[src/rtl/display_scan_ctrl.sv]
// Four-digit multiplexed 7-segment scan controller.
// Double-buffered BCD load, dead-time gating, leading-zero blanking.
module display_scan_ctrl #(
  parameter int PRESCALE = 50000,
  parameter int DEAD     = 2
) (
  input  logic        clk,
  input  logic        rst_n,
  input  logic        load_valid,
  input  logic [15:0] load_value,
  output logic        load_ready,
  input  logic        blank_lz,
  output logic [3:0]  nibble,
  output logic [3:0]  an,
  output logic        frame_end,
  output logic        bcd_err
);

  localparam int CW = (PRESCALE > 1) ? $clog2(PRESCALE) : 1;
  localparam logic [CW-1:0] CNT_MAX = CW'(PRESCALE - 1);
  localparam logic [CW-1:0] DEAD_C  = CW'(DEAD);

  localparam logic [0:0] S_DEAD = 1'b0;
  localparam logic [0:0] S_ON   = 1'b1;

  logic [CW-1:0] cnt;
  logic [CW-1:0] cnt_nxt;
  logic [1:0]    idx;
  logic [1:0]    idx_nxt;
  logic [15:0]   disp;
  logic [15:0]   disp_nxt;
  logic [15:0]   pend;
  logic          pend_valid;
  logic [0:0]    state;
  logic [0:0]    state_nxt;
  logic [3:0]    nibble_q;
  logic [3:0]    nibble_nxt;
  logic          bcd_err_q;
  logic          tick;
  logic          accept;
  logic          bcd_ok;
  logic          swap;
  logic [3:0]    blank;

  // Slot timing, handshake and next-state terms.
  always_comb begin
    tick       = (cnt == CNT_MAX);
    frame_end  = tick && (idx == 2'd3);
    load_ready = ~pend_valid;
    accept     = load_valid && load_ready;
    bcd_ok     = (load_value[3:0]   <= 4'd9) &&
                 (load_value[7:4]   <= 4'd9) &&
                 (load_value[11:8]  <= 4'd9) &&
                 (load_value[15:12] <= 4'd9);
    swap       = frame_end && pend_valid;
    cnt_nxt    = tick ? '0 : cnt + 1'b1;
    idx_nxt    = tick ? idx + 2'd1 : idx;
    disp_nxt   = swap ? pend : disp;
    state_nxt  = (cnt_nxt < DEAD_C) ? S_DEAD : S_ON;
  end

  // Nibble for the digit that will be scanned next cycle.
  always_comb begin
    nibble_nxt = disp_nxt[3:0];
    unique case (idx_nxt)
      2'd0: nibble_nxt = disp_nxt[3:0];
      2'd1: nibble_nxt = disp_nxt[7:4];
      2'd2: nibble_nxt = disp_nxt[11:8];
      2'd3: nibble_nxt = disp_nxt[15:12];
    endcase
  end

  // Leading-zero blanking; units digit always lights.
  always_comb begin
    blank[0] = 1'b0;
    blank[1] = blank_lz && (disp[15:4]  == 12'h000);
    blank[2] = blank_lz && (disp[15:8]  == 8'h00);
    blank[3] = blank_lz && (disp[15:12] == 4'h0);
  end

  // Active-low anode drive: dark in dead time or when blanked.
  always_comb begin
    an = 4'b1111;
    if (state == S_ON && !blank[idx])
      an = ~(4'b0001 << idx);
  end

  // Scan counters, display/pending buffers and error pulse.
  always_ff @(posedge clk) begin
    if (!rst_n) begin
      cnt        <= '0;
      idx        <= 2'd0;
      disp       <= 16'h0000;
      pend       <= 16'h0000;
      pend_valid <= 1'b0;
      state      <= S_DEAD;
      nibble_q   <= 4'h0;
      bcd_err_q  <= 1'b0;
    end else begin
      cnt       <= cnt_nxt;
      idx       <= idx_nxt;
      disp      <= disp_nxt;
      state     <= state_nxt;
      nibble_q  <= nibble_nxt;
      bcd_err_q <= accept && !bcd_ok;
      if (accept && bcd_ok) begin
        pend       <= load_value;
        pend_valid <= 1'b1;
      end else if (swap) begin
        pend_valid <= 1'b0;
      end
    end
  end

  assign nibble  = nibble_q;
  assign bcd_err = bcd_err_q;

endmodule
[config.mk]
export PLATFORM = sky130hd
export DESIGN_NAME = display_scan_ctrl
export DESIGN_NICKNAME = d
export VERILOG_FILES = /design/src/rtl/display_scan_ctrl.sv
export SDC_FILE = /design/constraint.sdc
export NUM_CORES = 1
export LEC_CHECK = 0
export ABC_CLOCK_PERIOD_IN_PS = 3300
export BUFFER_PORTS_ARGS = -buffer_cell sky130_fd_sc_hd__buf_2
export CORE_ASPECT_RATIO = 1.2
export CORE_MARGIN = 2
export CORE_UTILIZATION = 40
export DETAILED_ROUTE_END_ITERATION = 10
export PLACE_DENSITY_LB_ADDON = 0.12
export SYNTH_ARGS = -nofsm -noshare
export SYNTH_HDL_FRONTEND = slang
export SYNTH_SLANG_ARGS = --single-unit
[constraint.sdc]
create_clock -name clk -period 3.3 [get_ports clk]
set_input_delay 0.165 -clock clk [delete_from_list [all_inputs] [get_ports clk]]
set_output_delay 0.165 -clock clk [all_outputs]
set_load 0.02 [all_outputs]
==> results of run 1 <==
-- layout make-up --
class,instances,share of cell area (%)
clock buffers,9,3.63
repair buffers,32,4.85
multi-input cells,251,50.5
inverters,7,0.771
flip-flops and latches,57,33.5
well taps,90,3.30
clock inverters,7,3.49
-- worst max-delay path by stage --
stage                start        end  slack [ns]
detailed placement  cnt[6]  nibble[3]        0.65
CTS                 cnt[6]  nibble[3]        0.62
finish              cnt[6]  nibble[3]        0.66
global route        cnt[0]  nibble[3]        0.44
floorplan           idx[1]  nibble[0]        0.76
global placement    cnt[6]  nibble[3]        0.75
-- worst max-delay path: stages (launching register included) --
cell and delay, ns:
dfxtp_1 0.46, or4b_4 0.54, nor4_4 0.56, nand3_4 0.28, mux2i_1 0.29, a31oi_1 0.12, o2111a_1 0.27
-- metrics by stage --
step	hold slack (ns)	setup WS [ns]	utilization, %	power (mW)
finish	0.0804	0.657	47.1	1.59
floorplan	0.334	0.765	-	0.772
CTS	0.0763	0.620	47.1	1.61
global route	0.0959	0.440	47.1	1.65
global placement	0.424	0.752	43.8	0.803
detailed placement	0.432	0.653	43.8	0.803
-- registers in the layout, summed over array words and instances, names as in the netlist --
register / count
bcd_err: 1
disp: 16
pend_valid: 1
pend: 16
cnt: 16
state: 1
idx: 2
nibble: 4
-- power breakdown --
group	switching, mW	total [mW]	internal, mW
clock	0.301	0.802	0.501
sequential	0.0123	0.712	0.700
combinational	0.0383	0.0741	0.0358
-- cell families after synthesis --
| logic type | count (synthesis) | synth area share (%) |
|---|---|---|
| AND/OR/NAND/NOR | 139 | 24.5 |
| adder cells (fa/ha/maj) | 5 | 2.10 |
| XOR/XNOR | 13 | 3.82 |
| flip-flops | 57 | 38.2 |
| multiplexers | 33 | 13.6 |
| AO/OA/AOI/OAI | 61 | 13.4 |
| buffers and inverters | 29 | 4.28 |
-- layout by cell type, fill, tap and decap left out, types with 2 or more instances in the layout --
cell and instances:
xnor2_1 6, mux2i_1 26, o21ai_1 9, and2_1 8, and4_1 2, o2111a_1 2
and3_1 3, a21boi_0 2, buf_4 2, nand3_1 10, o21ai_0 11, nand4_1 4
bufinv_16 3, o31ai_1 2, o211ai_1 3, a21o_1 2, a21boi_1 13, ha_1 5
inv_1 7, dfxtp_1 57, nand2_1 54, nor2b_1 19, a31oi_1 2, nor3_1 6
buf_2 30, mux4_2 6, o21a_1 2, nor4_1 8, a21oi_1 8, clkinvlp_4 2
xor2_1 7, clkbuf_8 9, nor2_1 15
-- routing by layer --
metal	up-vias	share of wire, %
met2	31	51
met5	-	0
met3	19	2.1
met1	1144	43
li1	1229	-
met4	0	3.4
==> qor.csv, run 1 <==
metric,value,unit
"area leader, netlist",dfxtp_1,
post-route cell area,0.00341,mm^2
GRT Max-Usage Layer,met2,
actual transition at the worst max-transition pin,0.759,ns
syn_nets,362,
Die Footprint,0.00817,mm^2
final hold violation count,0,
detailed-route wire length,7.15,mm
post-CTS setup-driven buffer insertion count,0,
filler cell count,720,
met2 usage in global routing,32.1,%
layout overhead on the synthesized area,14.2,%
CP required,3.53,ns
number of global-route vias before repair,2297,
site row count,34,
post-DP HPWL,5.08,mm
DRC violation total after the first TritonRoute iteration,62,
proportion of netlist area held by the largest area contributor,38.2,%
final layout net count,383,
share of the yosys chip area belonging to registers,38.2,%
effective utilization at floorplan,41.3,%
port bufs,30,
ratio of routed vias to standard cells,5.35,
global route total overflow,0,
maximum number of pins on one net before global-route repair,49,
boundary pin count,31,
Seq. cell area,0.00114,mm^2
Routed WL per cell,15.8,um
CP Data Arrival Time,2.88,ns
number of vias in the routed layout,2423,
Gate Count Post-Synth,337,
number of sinks on the clock net,57,
number of synthesis warnings,0,
type of the worst setup path,reg -> reg,
clock tree from TritonCTS,yes,
number of pins with negative max-slew slack in the final report,0,
number of synthesized register bits,57,
total power divided by cell area,466,mW/mm^2
cell types occupying the most area after synthesis,"dfxtp_1 38%, mux2i_1 8.7%, nand2_1 6.8%, mux4_2 4.5%, nor2b_1 4.0%",
met1 Use GR,20.5,%
worst hold start,load_value[0],
worst r2r src,cnt[6],
unrepaired setup endpoints after global routing,false,
wire length of the first global-routing pass,11.6,mm
number of buffers added by the clock tree synthesis step,9,
dominant synthesized flop cell,dfxtp_1,
placeable core region,0.00723,mm^2
Hold Path Depth,3,
Worst IR Drop VDD,0.230,mV
"buffers from clock root to sink, at most",2,
Worst Hold Endpoint,pend[0],
library cells used by synthesis,49,
fraction of layout cells with a size suffix above 1,17.4,%
commonest cells in the synthesized netlist,"57 x dfxtp_1, 54 x nand2_1, 26 x mux2i_1, 19 x nor2b_1",
"Reg clk slew, reported paths",0.07,ns
multi-input gate area in the final layout,0.00172,mm^2
endpoint of the worst register-to-register path,nibble[3],
H-Tree Depth,3,
initial antenna violation count,0,
Inst Count DP,437,
number of antenna repair diodes,0,
skew final,0.00657,ns
cell with the most instances after synthesis,dfxtp_1,
total routing resource utilization after global routing,18.1,%
Leakage Power,1.25,nW
cell area after technology mapping,0.00298,mm^2
Post-Synthesis Mean Instance Area,8.85,um^2
first drt pass iteration count,4,
Final Setup Violations,0,
post-cts hold buffer count,0,
height of the die,98.6,um
number of cells on the worst reg-to-reg path,6,
area post-placement,0.00317,mm^2
critical-path maximum fanout,16,
floorplan die width,82.8,um
Sum Neg Setup Slack,0,ns
"setup slack, reg-to-reg",0.66,ns
sort of element at the start of the critical path,flop,
number of max-capacitance violations reported,0,
grt met3 use,3.52,%
final RePlAce weighted congestion,0.811,
endpoint class of the critical path,flop,
fraction of the cycle the final worst path needs,80.1,%
post-synthesis async set-or-reset flop share,0,%
number of cells in the finished layout apart from fillers,453,
remaining routing DRC violations,0,
number of nets with antenna violations after detailed routing,0,
result of the run,completed,
Slew Limit Headroom,49.0,%
number of synthesized flops with an enable pin,0,
Resize count post-CTS,0,
CTS Root Cell,clkbuf_8,
final critical delay including setup and external delays,2.64,ns
Max Clk Rate,378,MHz
"Clk Latency, worst-skew pair",0.34,ns
class of the tightest hold or removal check,in -> reg,
Note: power is estimated with default switching activity, not from simulation.
==> run 2: changes to the inputs <==
--- a/config.mk
+++ b/config.mk
@@ -5,7 +5,7 @@
 export SDC_FILE = /design/constraint.sdc
 export NUM_CORES = 1
 export LEC_CHECK = 0
-export ABC_CLOCK_PERIOD_IN_PS = 3300
+export ABC_CLOCK_PERIOD_IN_PS = 2150
 export BUFFER_PORTS_ARGS = -buffer_cell sky130_fd_sc_hd__buf_2
 export CORE_ASPECT_RATIO = 1.2
 export CORE_MARGIN = 2
==> constraint.sdc (replaced) <==
create_clock -name clk -period 2.15 [get_ports clk]
set_input_delay 0.1075 -clock clk [delete_from_list [all_inputs] [get_ports clk]]
set_output_delay 0.1075 -clock clk [all_outputs]
set_load 0.02 [all_outputs]
==> qor.csv, run 2 (synthesis gave the netlist of run 1 again) <==
metric,value,unit
H-Tree Depth,3,
result of the run,finished with violations,
post-DP HPWL,5.63,mm
number of max-capacitance violations reported,0,
clock tree from TritonCTS,yes,
buffering stage count on the worst path with inverters included,0,
first drt pass iteration count,4,
remaining routing DRC violations,0,
total routing resource utilization after global routing,19.9,%
number of global-route vias before repair,2639,
maximum number of pins on one net before global-route repair,35,
core utilization of the finished layout,52.3,%
"worst slack, placed",-0.0723,ns
Slew Limit Headroom,66.3,%
critical path's most frequent cell,a21o_1,
CP required,2.37,ns
filler cell count,687,
boundary pin count,31,
class of the tightest hold or removal check,in -> reg,
"Clk Latency, worst-skew pair",0.34,ns
placeable core region,0.00723,mm^2
height of the die,98.6,um
endpoint of the worst register-to-register path,state,
skew final,0.00838,ns
fraction of the cycle the final worst path needs,102,%
final critical delay including setup and external delays,2.18,ns
sort of element at the start of the critical path,flop,
area post-placement,0.00349,mm^2
global route total overflow,0,
"setup slack, reg-to-reg",-0.03,ns
endpoint class of the critical path,flop,
violated checks,negative setup slack,
sequence of cells on the critical path,or4bb_4 > or4_4 > a21o_1 > a21o_1 > o41ai_2 > o21ai_1,
slowest stage cell on the critical path,or4_4,
layout overhead on the synthesized area,26.7,%
Pwr Total,2.24,mW
initial antenna violation count,0,
port bufs,30,
final RePlAce weighted congestion,0.851,
site row count,34,
effective utilization at floorplan,41.3,%
CTS Root Cell,clkbuf_8,
"buffers from clock root to sink, at most",2,
DRC violation total after the first TritonRoute iteration,74,
fraction of layout cells with a size suffix above 1,29.0,%
Final Setup Violations,12,
final hold violation count,0,
Die Footprint,0.00817,mm^2
worst r2r src,cnt[5],
number of pins with negative max-slew slack in the final report,0,
number of sinks on the clock net,57,
actual transition at the worst max-transition pin,0.506,ns
number of buffers added by the clock tree synthesis step,9,
Sum Neg Setup Slack,-0.159,ns
number of nets with antenna violations after detailed routing,0,
total power divided by cell area,593,mW/mm^2
unrepaired setup endpoints after global routing,true,
number of cells on the worst reg-to-reg path,6,
wire length of the first global-routing pass,12.8,mm
critical-path maximum fanout,5,
Hold Path Depth,3,
"commonest cells after routing, fill and taps aside","54 x nand2_1, 54 x dfxtp_1, 46 x buf_4, 29 x buf_2, 25 x mux2i_1",
worst hold start,load_value[8],
Worst IR Drop VDD,0.373,mV
beginning of the critical path,cnt[5],
final layout net count,430,
number of antenna repair diodes,0,
Worst Hold Endpoint,pend[8],
Largest regs,"cnt (16), disp (16), pend (16)",
ratio of routed vias to standard cells,5.14,
detailed-route wire length,7.48,mm
Setup WS post-layout,-0.0350,ns
"Largest stage delay, worst path",0.58,ns
Leakage Power,1.48,nW
number of vias in the routed layout,2568,
floorplan die width,82.8,um
post-route cell area,0.00378,mm^2
CP Data Arrival Time,2.41,ns
"Reg clk slew, reported paths",0.07,ns
Top delay family on crit path,simple AND/OR/NAND/NOR gates,
Max Clk Rate,458,MHz
type of the worst setup path,reg -> reg,
Routed WL per cell,15.0,um
-- run 2: worst register-to-register path, cell delays in order (launching register included) --
cell,delay [ns]
dfxtp_2,0.33
or4bb_4,0.54
or4_4,0.58
a21o_1,0.20
a21o_1,0.16
o41ai_2,0.18
o21ai_1,0.09
-- run 2: routing by layer --
metal,track usage [%],up-vias,wire length [um]
met5,0,-,0
met4,9.71,0,233
met3,4.86,17,207
met2,35.7,40,3950
met1,21.8,1194,3090
li1,-,1317,-
-- run 2: repair_timing --
item	in CTS	in global routing
setup endpoints to repair	19	20
hold buffers	0	0
pin swaps	3	1
buffers inserted	4	2
gates resized for setup	7	4
-- run 2: cell type report --
class	count	area (um^2)	share of cell area [%]
inverters	7	26.3	0.695
repair buffers	79	544	14.4
well taps	90	113	2.98
clock buffers	9	124	3.28
multi-input cells	251	1750	46.3
clock inverters	7	78.8	2.09
flip-flops and latches	57	1140	30.3
-- run 2: through the flow --
| stage | cells | hold slack (ns) |
|---|---|---|
| 6_report | 500 | 0.0255 |
| 5_1_grt | 500 | 0.0279 |
| 4_1_cts | 498 | 0.0138 |
| 3_5_place_dp | 478 | 0.377 |
| 3_3_place_gp | 478 | 0.366 |
| 2_1_floorplan | 337 | 0.277 |
-- run 2: power breakdown --
part / switching, mW / internal, mW / total [mW]
clock: 0.475 / 0.544 / 1.02
combinational: 0.0705 / 0.0676 / 0.138
sequential: 0.0126 / 1.07 / 1.09
-- run 2: how the worst max path moves through the flow --
| stage | endpoint | slack (ns) | cells past startpoint |
|---|---|---|---|
| finish | state | -0.03 | 6 |
| global route | state | -0.13 | 6 |
| CTS | state | -0.06 | 6 |
| detailed placement | state | -0.07 | 6 |
| global placement | state | -0.06 | 6 |
| floorplan | nibble[3] | -0.09 | 7 |
